### src/rtl/pcileech_ft601_responder.sv
// pcileech_ft601_responder
// FT601-style 32-bit synchronous FIFO bus slave.
// The read FIFO carries host words out to the bus master.
// The write FIFO carries master words in to the host.
// Both FIFOs are first-word-fall-through, so each head word is visible
// combinationally and a burst moves one word per clock in each direction.
module pcileech_ft601_responder #(
    parameter int DEPTH = 16
) (
    input  logic        clk,
    input  logic        rst_n,

    input  logic [31:0] ft601_data_in,
    output logic [31:0] ft601_data_out,
    output logic        ft601_data_oe,
    input  logic [3:0]  ft601_be_in,
    output logic [3:0]  ft601_be_out,
    output logic        ft601_rxf_n,
    output logic        ft601_txe_n,
    input  logic        ft601_wr_n,
    input  logic        ft601_rd_n,
    input  logic        ft601_oe_n,
    input  logic        ft601_siwu_n,

    input  logic [35:0] host_tx_data,
    input  logic        host_tx_valid,
    output logic        host_tx_ready,

    output logic [35:0] host_rx_data,
    output logic        host_rx_valid,
    input  logic        host_rx_ready,

    output logic        proto_err,
    output logic [15:0] rd_cnt,
    output logic [15:0] wr_cnt
);

    localparam int AW = $clog2(DEPTH);
    localparam int CW = AW + 1;
    localparam logic [CW-1:0] FULL = CW'(DEPTH);

    // Read FIFO: host -> master
    logic [35:0]   rd_mem [DEPTH];
    logic [AW-1:0] rd_wptr;
    logic [AW-1:0] rd_rptr;
    logic [CW-1:0] rd_count;
    logic [CW-1:0] rd_count_next;

    // Write FIFO: master -> host
    logic [35:0]   wr_mem [DEPTH];
    logic [AW-1:0] wr_wptr;
    logic [AW-1:0] wr_rptr;
    logic [CW-1:0] wr_count;
    logic [CW-1:0] wr_count_next;

    logic host_push;
    logic host_pop;
    logic master_pop;
    logic master_push;
    logic bus_conflict;
    logic unused_siwu;

    // Send-immediate has no meaning for this responder.
    assign unused_siwu = ft601_siwu_n;

    // The master must never drive data while asking us to drive it.
    assign bus_conflict = !ft601_wr_n && !ft601_oe_n;

    assign host_tx_ready = (rd_count != FULL);
    assign host_push     = host_tx_valid && host_tx_ready;

    // A read needs the pads turned around (oe_n low), no write strobe,
    // and data actually advertised through rxf_n.
    assign master_pop  = !ft601_oe_n && !ft601_rd_n && ft601_wr_n && !ft601_rxf_n;

    // A write needs the pads released (oe_n high) and space advertised.
    assign master_push = !ft601_wr_n && ft601_oe_n && !ft601_txe_n;

    assign host_rx_valid = (wr_count != '0);
    assign host_pop      = host_rx_valid && host_rx_ready;
    assign host_rx_data  = wr_mem[wr_rptr];

    assign {ft601_be_out, ft601_data_out} = (rd_count != '0) ? rd_mem[rd_rptr] : 36'd0;

    // Next occupancy of each FIFO; a simultaneous push and pop cancels out.
    always_comb begin
        rd_count_next = rd_count;
        wr_count_next = wr_count;
        if (host_push && !master_pop) begin
            rd_count_next = rd_count + CW'(1);
        end else if (!host_push && master_pop) begin
            rd_count_next = rd_count - CW'(1);
        end
        if (master_push && !host_pop) begin
            wr_count_next = wr_count + CW'(1);
        end else if (!master_push && host_pop) begin
            wr_count_next = wr_count - CW'(1);
        end
    end

    // Storage writes; contents are don't-care until the pointers cover them.
    always_ff @(posedge clk) begin
        if (host_push) begin
            rd_mem[rd_wptr] <= host_tx_data;
        end
        if (master_push) begin
            wr_mem[wr_wptr] <= {ft601_be_in, ft601_data_in};
        end
    end

    // Pointers, counts, registered bus flags and statistics.
    always_ff @(posedge clk) begin
        if (!rst_n) begin
            rd_wptr       <= '0;
            rd_rptr       <= '0;
            rd_count      <= '0;
            wr_wptr       <= '0;
            wr_rptr       <= '0;
            wr_count      <= '0;
            ft601_rxf_n   <= 1'b1;
            ft601_txe_n   <= 1'b1;
            ft601_data_oe <= 1'b0;
            proto_err     <= 1'b0;
            rd_cnt        <= 16'd0;
            wr_cnt        <= 16'd0;
        end else begin
            if (host_push) begin
                rd_wptr <= rd_wptr + AW'(1);
            end
            if (master_pop) begin
                rd_rptr <= rd_rptr + AW'(1);
                rd_cnt  <= rd_cnt + 16'd1;
            end
            if (master_push) begin
                wr_wptr <= wr_wptr + AW'(1);
                wr_cnt  <= wr_cnt + 16'd1;
            end
            if (host_pop) begin
                wr_rptr <= wr_rptr + AW'(1);
            end
            rd_count      <= rd_count_next;
            wr_count      <= wr_count_next;
            ft601_rxf_n   <= (rd_count_next == '0);
            ft601_txe_n   <= (wr_count_next == FULL);
            ft601_data_oe <= !ft601_oe_n && ft601_wr_n;
            if (bus_conflict) begin
                proto_err <= 1'b1;
            end
        end
    end

endmodule

### config.mk
export PLATFORM = sky130hd
export DESIGN_NAME = pcileech_ft601_responder
export DESIGN_NICKNAME = d
export VERILOG_FILES = /design/src/rtl/pcileech_ft601_responder.sv
export SDC_FILE = /design/constraint.sdc
export NUM_CORES = 1
export LEC_CHECK = 0
export ABC_AREA = 0
export CORE_MARGIN = 3
export CORE_UTILIZATION = 60
export DETAILED_ROUTE_END_ITERATION = 12
export PLACE_DENSITY_LB_ADDON = 0.05
export SLEW_MARGIN = 20
export SYNTH_ARGS = -nofsm -noshare
export SYNTH_HDL_FRONTEND = slang
export SYNTH_SLANG_ARGS = --single-unit
### constraint.sdc
create_clock -name clk -period 4.75 [get_ports clk]
set_input_delay 0.475 -clock clk [delete_from_list [all_inputs] [get_ports clk]]
set_output_delay 0.475 -clock clk [all_outputs]
set_load 0.02 [all_outputs]
## Yosys cells after proc, flatten, opt, wreduce, memory -nomap -nowiden

Memories as Yosys holds them, arrays and structs flattened. A register that Yosys moved wholly into a read port is not among the register bits.
Index checks and enable logic that the tools add are counted.

- Equal/unequal tests: 2
- Add/sub/neg operators: 10
- Reduce and logical (&&, ||, !) cells: 25
- Muxes and demuxes: 13

Operators with widths:

| operator | count |
|---|---|
| 36-bit two-way mux | 1 |
| 16-bit by 1-bit adder with 16-bit output (second input constant) | 2 |
| 5-bit two-way mux | 4 |
| 4-bit by 1-bit adder with 4-bit output (second input constant) | 4 |
| 4-bit two-way mux | 4 |
| 1-bit logical AND | 13 |
| 5-bit by 1-bit adder with 5-bit output (second input constant) | 2 |
| 5-bit nonzero test | 2 |
| 5-bit by 1-bit subtractor with 5-bit output (second input constant) | 2 |
| 1-bit zero test | 9 |
| 5-bit equality test (second input constant) | 1 |
| 5-bit zero test | 1 |
| 5-bit inequality test (second input constant) | 1 |
| 1-bit two-way mux | 4 |

- RAM bits: 1,152
- Bits in registers: 62
- Word-level logic and storage cells: 64
- Memories kept: 2
- Input port bits: 80

Memory list:

| name | depth | width | read ports | clocked after memory_dff | wr ports | line | RTL |
|---|---|---|---|---|---|---|---|
| rd_mem | 16 | 36 | 1 | 1 | 1 | 43 | `logic [35:0] rd_mem [DEPTH];` |
| wr_mem | 16 | 36 | 1 | 1 | 1 | 50 | `logic [35:0] wr_mem [DEPTH];` |

## Longest topological paths before layout

Gate-level depths: netlist (run 1).

- Depth in word-level cells: 8
- Mapped depth: 8
- Gate-level depth less buffers: 7

## Worst setup path after synthesis (run 1)

No wires, ideal clock.

- Path type: reg2reg
- Start point: register rd_count[0]
- End point: memory rd_mem[4][0], enable pin
- Cell stages (with the launch flop): 9
- Library setup time: 0.397 ns
- Period minus slack after synthesis: 3.000 ns
- Buffers on the path: 1
- Setup slack: 1.750 ns
- Required time: 4.353 ns
- Data arrival time: 2.603 ns
- Cells stage by stage: dfxtp_1 > inv_1 > ha_1 > nand4bb_1 > and2_1 > clkbuf_1 > nand2_1 > nor2_1 > and2_1

- Longest elaborated chain between the ends: 4

RTL lines:

| item | line | RTL |
|---|---|---|
| start, declared | 46 | `logic [CW-1:0] rd_count;` |
| start signal, assigned | 141 | `rd_count <= rd_count_next;` |
| 5-bit inequality test | 69 | `assign host_tx_ready = (rd_count != FULL);` |
| via host_tx_ready | 27 | `output logic host_tx_ready,` |
| 1-bit logical AND | 70 | `assign host_push = host_tx_valid && host_tx_ready;` |
| 1-bit two-way mux | 103 | `if (host_push) begin` |
| 1-bit two-way mux (implied by the code) | 104 | `rd_mem[rd_wptr] <= host_tx_data;` |
| end, declared | 43 |  |

The timed path passes the listed nets, and every way through them passes these cells.

==> results of run 1 <==
-- cell families (layout without fill, tap and decap cells) --
family / Yosys count / after routing / synth area share, %
multiplexers: 364 / 364 / 17.4
AO/OA/AOI/OAI: 36 / 36 / 0.506
AND/OR/NAND/NOR: 229 / 229 / 2.69
buffers and inverters: 109 / 476 / 1.12
XOR/XNOR: 41 / 41 / 0.769
flip-flops: 1222 / 1222 / 77.0
adder cells (fa/ha/maj): 16 / 16 / 0.429
other: 0 / 5 / 0
-- cell usage in the layout, fill, tap and decap left out, drive strengths merged, types with 19 or more instances in the layout --
cell              n
clkdlybuf4s50   188
nand2            30
clkinv           45
and2             36
xor2             22
buf              60
edfxtp         1152
nor2b            37
nor2             54
dfxtp            70
xnor2            19
mux4            360
clkbuf          161
-- per-layer routing --
metal  global-route usage, %  wire, um
met1                    31.5     36900
met2                    43.1     52700
met3                    3.49      4680
met4                    6.82      2090
met5                       0        13
-- power breakdown --
group | total, mW | switching [mW] | internal (mW) | leakage (nW)
Clock | 8.58 | 3.79 | 4.79 | 1.72
Combinational | 2.44 | 1.19 | 1.26 | 3.71
Sequential | 12.0 | 0.129 | 11.9 | 11.0
Total | 23.0 | 5.10 | 17.9 | 16.4
-- per-stage QoR --
step | setup WS, ps | cell area, um^2 | cells
2_1_floorplan | 1750 | 46700 | 2017
3_3_place_gp | 1180 | 50100 | 3199
3_5_place_dp | 1080 | 50100 | 3199
4_1_cts | 556 | 53600 | 3414
5_1_grt | 509 | 53600 | 3417
6_report | 657 | 53600 | 3419
-- worst max path at each step --
| stage | end | slack (ps) | startpoint | cells past startpoint |
|---|---|---|---|---|
| floorplan | rd_mem[4][0]$_DFFE_PP_ | 1750 | rd_count[0]$_SDFF_PN0_ | 8 |
| global placement | wr_mem[5][29]$_DFFE_PP_ | 1180 | ft601_oe_n | 6 |
| detailed placement | wr_mem[5][29]$_DFFE_PP_ | 1080 | ft601_oe_n | 6 |
| CTS | ft601_data_out[27] | 560 | rd_count[0]$_SDFF_PN0_ | 7 |
| global route | ft601_data_out[14] | 510 | flip-flop | 5 |
| finish | ft601_be_out[1] | 660 | flip-flop | 5 |
-- area by class of cell --
cell class,instances,area (um^2)
multi-input cells,686,10200
fillers,4643,23000
diodes,5,12.5
clock inverters,54,375
inverters,13,48.8
clock buffers,161,3160
flip-flops and latches,1222,36000
well taps,1030,1290
repair buffers,248,2480
-- flip-flops by register name, summed over array words and instances (netlist names), named ones only --
name           cells
rd_rptr            4
wr_mem           576
wr_cnt            16
rd_mem           576
ft601_rxf_n        1
proto_err          1
rd_count           5
rd_wptr            4
wr_rptr            4
ft601_data_oe      1
ft601_txe_n        1
wr_count           5
wr_wptr            4
rd_cnt            16
==> results, run 1 <==
- The flow ran to the end, and the final reports show no timing, DRC or antenna violations.
- The number of port buffers is 188.
- The residual DRC count is 0.
- The final core utilization is 70.0%.
- Sorting the synthesized cells by area gives the leading types as sky130_fd_sc_hd__edfxtp_1, sky130_fd_sc_hd__mux4_2, sky130_fd_sc_hd__dfxtp_1.
- The first global-routing pass estimated 144000 um of wire.
- The first detailed-routing pass ran for 6 iterations.
- After the last flow step, the layout net total stands at 2385.
- The mean cell area of the mapped netlist is 23.2 um^2.
- Yosys printed 0 warnings.
- The biggest fanout along the worst timing path is 61.
- The worst register-to-register path has a depth of 7.
- Data on the critical path is required at its endpoint by 4280 ps.
- Static timing analysis puts the maximum clock frequency at 244 MHz.
- For this block, the via count after detailed routing is 21200.
- The endpoint identified for the worst register-to-register timing path is rd_mem[3][10]$_DFFE_PP_.
- The minimum setup slack among reg-to-reg paths is 1520 ps.
- In the post-synthesis netlist, the cell with the most instances is sky130_fd_sc_hd__edfxtp_1.
- STA classifies the critical path startpoint as a flip-flop.
- The slowest stage of the critical path belongs to the cell sky130_fd_sc_hd__clkdlybuf4s50_1.
- The smallest hold slack is about 490 ps.
- Once the clock tree was built, the setup fixing pass inserted 0 buffers.
- The area fraction of the dominant cell type after synthesis is 74.0%.
- For hold timing, the worst endpoint is ft601_data_oe$_SDFF_PN0_.
- The clock passes through at most 3 buffers.
- The worst vdd rail ir drop is 0.000321 V.
- The total core area is 76600 um^2.
- The number of setup violations in the final report is 0.
- After clock tree synthesis, the clock-pin slew on the worst setup and hold paths is 60 ps.
- The cell leakage power is 16.4 nW.
- The number of sinks on the clock net is 1222.
- The width of the die is 285 um.
- In the synthesized netlist the dominant register cell turns out to be sky130_fd_sc_hd__edfxtp_1.
- The via count of the first global-routing pass is 22400.
- The signal on the critical path passes through buf_12 -> mux4_2 -> mux4_2 -> nor2b_1 -> clkdlybuf4s50_1.
- The average wire per standard cell is 28.2 um.
- Grouping stages by cell kind, the critical path spends the most delay in multiplexers.
- Overall power consumption after layout is estimated at 23.0 mW.
- The floorplan step defined a die boundary enclosing 81200 um^2.
- The row count is between 100 and 150.
- The post-detailed-route count of antenna-violating nets is 0.
- For this configuration, the core starts out at a cell density of between 60% and 70%.
- The clock tree from TritonCTS is yes.
- The post-synthesis cell area is approximately 47000 um^2.
- The data arrival time of the critical path is 3620 ps.
- The commonest cells after synthesis are sky130_fd_sc_hd__edfxtp_1, sky130_fd_sc_hd__mux4_2, sky130_fd_sc_hd__dfxtp_1, sky130_fd_sc_hd__nor2_1, sky130_fd_sc_hd__clkbuf_1.
- The instance count along the most critical hold path is 2.
- Together, buffers and inverters on the worst path number 2.
- The smallest clock period supported by the final layout is computed as 4090 ps.
- The worst path uses 86.2% of the clock period.
- The total overflow reported by the global router is 0.
- The root buffer cell is sky130_fd_sc_hd__clkbuf_16.
- The number of maximum-capacitance violations is 0.
- The launching point of the worst reg2reg path is rd_count[0]$_SDFF_PN0_.
- Entering global routing, the biggest net connects 101 pins.
- Buffers inserted to repair hold after CTS numbered 0.
- The remaining max-slew budget at the tightest pin is between 30 and 40%.
- The post-synthesis async set-or-reset flop share is 0%.
- The largest total area in the synthesized netlist belongs to sky130_fd_sc_hd__edfxtp_1.
- For this run, the total global-route usage over all layers was measured as 24.2%.
- The setup total negative slack is 0 ps.
- Measured along the y axis, the die boundary spans between 200 and 300 um.
- The synthesized netlist contains 48 unique library cells.
- The relative area change from synthesis to final layout is 14.8%.
- The routed wire length is 96300 um.
- The number of failing hold endpoints at the final stage came to 0.
- The worst setup path is captured at an output pin.
- Dividing total power by cell area gives a power density of 430 nW/um^2.
- The largest clock skew in the final design is 22.8 ps.
- The initial antenna violation count is 7.
- The net count of the mapped netlist is 2113.
- The detail-routed via count per cell is 6.21.
- The number of flip-flops and latches in the synthesized netlist is 1222.
- For the worst-skew pair, the clock arrives at the later sink with an insertion delay of between 600 and 700 ps.
- The number of I/O pins is 190.
- The first routing iteration left 1813 violations.
- In this run, CTS created clock tree buffers numbering between 100 and 150.
- The largest incremental delay on the critical path is 610 ps.
- The critical path is of the reg2out type.
- The transition time at the pin with the least slew margin is 1000 ps.
- The most used cell along the critical path is sky130_fd_sc_hd__mux4_2.
- The min-delay analysis places its worst path in the category in2reg.
- Sequential elements use 77.0% of the synthesized area.
- Setup repair after global routing left no endpoint under its margin.
- CTS built an H-tree with a depth of 3.
- The congestion estimate from routability-driven global placement came to 0.770.
- The post-route netlist has 25.9% of its cells at a drive strength greater than 1.
- The HPWL after detailed placement is 53400 um.
- The number of max-slew violations in the final report is 0.
- The cell count after synthesis came out at 2017.
- The number of synthesized flops with an enable pin is 1152.
- After clock tree synthesis, the repair step resized 0 gates.
- In this run the most critical hold path is launched from ft601_oe_n.
Power figures use the tool's default switching activity.
==> run 2, diff against run 1 <==
--- a/config.mk
+++ b/config.mk
@@ -14,3 +14,4 @@
 export SYNTH_ARGS = -nofsm -noshare
 export SYNTH_HDL_FRONTEND = slang
 export SYNTH_SLANG_ARGS = --single-unit
+export TNS_END_PERCENT = 100
==> results of run 2 <==
No change in the layout: final DEF, timing and power equal those of run 1.
==> run 3, diff against run 2 <==
--- a/config.mk
+++ b/config.mk
@@ -10,6 +10,7 @@
 export CORE_UTILIZATION = 60
 export DETAILED_ROUTE_END_ITERATION = 12
 export PLACE_DENSITY_LB_ADDON = 0.05
+export RECOVER_POWER = 25
 export SLEW_MARGIN = 20
 export SYNTH_ARGS = -nofsm -noshare
 export SYNTH_HDL_FRONTEND = slang
==> results, run 3 (same netlist as run 1, synthesis figures left out) <==
- The final design instance area without fill is 53600 um^2 (about the same).
- The multi-input logic area came to 10200 um^2 (unchanged).
- The detail-routed via count per cell is 6.21 (about the same).
- STA classifies the critical path startpoint as a flip-flop.
- The row count is 101 (unchanged).
- The DRC violation total after the first TritonRoute iteration is 1765 (-2.6%).
- The average wire per standard cell is 28.2 um (about the same).
- The insertion delay to the later sink of the worst-skew pair came to 680 ps (about the same).
- The clock-pin slew on the worst setup and hold paths is 60 ps (about the same).
- The initial antenna violation count is 14 (+7).
- The area of all sequential standard cells is 36000 um^2 (unchanged).
- The iteration count of the initial detailed-routing pass was 5 (-1).
- The final core utilization is 70.0% (about the same).
- In this run the worst hold path is classified as in2reg.
- The run finished with clean final reports.
- The setup total negative slack was 0 ps (unchanged).
- The number of failing hold endpoints at the final stage is 0 (unchanged).
- The y dimension of the die is 285 um (unchanged).
- The global-route wire length before repair is 144000 um (unchanged).
- The total CTS buffers is 118 (unchanged).
- The biggest fanout along the worst timing path is 61 (unchanged).
- The initial core utilization is 61.0% (unchanged).
- The data arrival time of the critical path is 3620 ps (about the same).
- The total core area is 76600 um^2 (unchanged).
- The peak clock frequency supported by timing came to 244 MHz (about the same).
- The cell leakage power is 16.4 nW (about the same).
- The routability congestion estimate is 0.770 (unchanged).
- The cell area after placement was 50100 um^2 (unchanged).
- The maximum number of pins on one net before global-route repair is 101 (unchanged).
- The total overflow reported by the global router is 0 (unchanged).
- The library cells used most frequently in the layout, excluding fill and tap cells, are sky130_fd_sc_hd__edfxtp_1, sky130_fd_sc_hd__mux4_2, sky130_fd_sc_hd__clkdlybuf4s50_1, sky130_fd_sc_hd__clkbuf_16, sky130_fd_sc_hd__dfxtp_1.
- The hold-fix buffer count after cts was 0 (unchanged).
- The HPWL after detailed placement came to 53400 um (unchanged).
- The internal cell power is 17.9 mW (about the same).
- The die footprint is 81200 um^2 (unchanged).
- Setup repair after global routing left no endpoint under its margin.
- The largest clock skew in the final design is 23.2 ps (+0.436 ps).
- The number of buffers on the longest clock path came to 3 (unchanged).
- The remaining max-slew budget at the tightest pin is 33.1% (about the same).
- The number of maximum-capacitance violations is 0 (unchanged).
- The required time reported for the critical path endpoint came to 4280 ps (about the same).
- The post-detailed-route count of antenna-violating nets is 0 (unchanged).
- The via count of the first global-routing pass is 22400 (unchanged).
- The largest registers in the layout are rd_mem (576), wr_mem (576).
- The power share of the combinational group is 10.6% (about the same).
- The transition time at the pin with the least slew margin was 1000 ps (+0.0544 ps).
- The worst vdd rail ir drop is 0.000321 V (about the same).
- The number of I/O pins was 190 (unchanged).
- The net count of the finished layout is 2385 (unchanged).
- The root buffer cell is sky130_fd_sc_hd__clkbuf_16.
- The number of max-slew violations in the final report came to 0 (unchanged).
- The residual DRC count is 0 (unchanged).
- The net switching power figure came to 5.10 mW (about the same).
- The share of total power in the clock network is 37.2% (about the same).
- The type of destination of the critical path is an output pin.
- The width of the die is 285 um (unchanged).
- The total number of vias came to 21200 (-0.028%).
- Leaving out fill and tap cells, the most frequent cell in the layout is sky130_fd_sc_hd__edfxtp_1.
- The post-CTS setup buffer count is 0 (unchanged).
- The number of setup violations in the final report was 0 (unchanged).
- The post-cts sizing count is 0 (unchanged).
- The number of port buffers is 188 (unchanged).
- The total global-route track usage is 24.2% (unchanged).
- The power share of the sequential group was 52.2% (about the same).
- The fraction of layout cells with a size suffix above 1 was 25.9% (unchanged).
- The period utilization was 86.1% (about the same).
- The power density relative to cell area is 430 nW/um^2 (about the same).
- The number of sinks on the clock net came to 1222 (unchanged).
- The relative area change from synthesis to final layout is 14.8% (about the same).
- The setup path with the least slack is of type reg2out.
- The number of fill cells is 4643 (unchanged).
- The switching part of the total was 22.1% (about the same).
- The total design power is 23.0 mW (about the same).
- The number of H-tree levels is 3 (unchanged).
- The shortest clock period the worst path allows after layout is 4090 ps (-1.90 ps).
- The clock tree from TritonCTS is yes.
- The routed wire length is 96300 um (about the same).
-- run 3: cell count changes in the layout (fill, tap and decap cells not counted) --
cell and change:
sky130_fd_sc_hd__clkdlybuf4s50_1 -47, sky130_fd_sc_hd__diode_2 +1, sky130_fd_sc_hd__dlygate4sd3_1 +47
-- run 3: worst paths after layout --
check / slack [ps] / cells past startpoint / to / startpoint
worst min-delay path: 490 / 2 / ft601_data_oe$_SDFF_PN0_ / ft601_oe_n
worst max register to register: 1510 / 7 / rd_mem[3][10]$_DFFE_PP_ / rd_count[0]$_SDFF_PN0_
worst min register to register: 490 / 2 / flip-flop / wr_rptr[1]$_SDFFE_PN0N_
worst max-delay path: 660 / 5 / ft601_be_out[1] / flip-flop
-- run 3: metal layers --
| layer | track usage [%] | vias to the layer above | part of all wire (%) |
|---|---|---|---|
| met5 | 0 | - | 0.022 |
| met4 | 6.82 | 4 | 2.3 |
| met3 | 3.49 | 160 | 4.8 |
| met2 | 43.1 | 655 | 55 |
| met1 | 31.5 | 11400 | 38 |
| li1 | - | 9055 | - |
-- run 3: area by class of cell --
type | instances | area share (%)
inverter | 13 | 0.0910
clock inverter | 54 | 0.700
tap | 1030 | 2.40
sequential | 1222 | 67.2
antenna | 6 | 0.0280
multi-input combinational | 686 | 19.1
clock buffer | 161 | 5.88
timing repair buffer | 248 | 4.63
-- run 3: critical path, stage by stage (launching register included) --
cell	delay, ps
sky130_fd_sc_hd__dfxtp_4	530
sky130_fd_sc_hd__buf_12	420
sky130_fd_sc_hd__mux4_2	590
sky130_fd_sc_hd__mux4_2	470
sky130_fd_sc_hd__nor2b_1	190
sky130_fd_sc_hd__clkdlybuf4s50_1	610
-- run 3: per-stage QoR --
step	instances	hold WS [ps]	worst slack, ps
after global routing	3417	484	509
after CTS	3414	447	556
after global placement	3199	466	1180
after floorplan	2017	459	1750
after detailed placement	3199	483	1080
final	3420	487	659
-- run 3: power groups by stage --
stage / combinational, mW / sequential, mW / clock [mW]
after CTS: 2.50 / 12.0 / 8.75
final: 2.44 / 12.0 / 8.58
after global placement: 2.46 / 12.2 / 0
after detailed placement: 2.49 / 12.3 / 0
after global routing: 2.61 / 12.0 / 9.16
after floorplan: 1.65 / 12.2 / 0
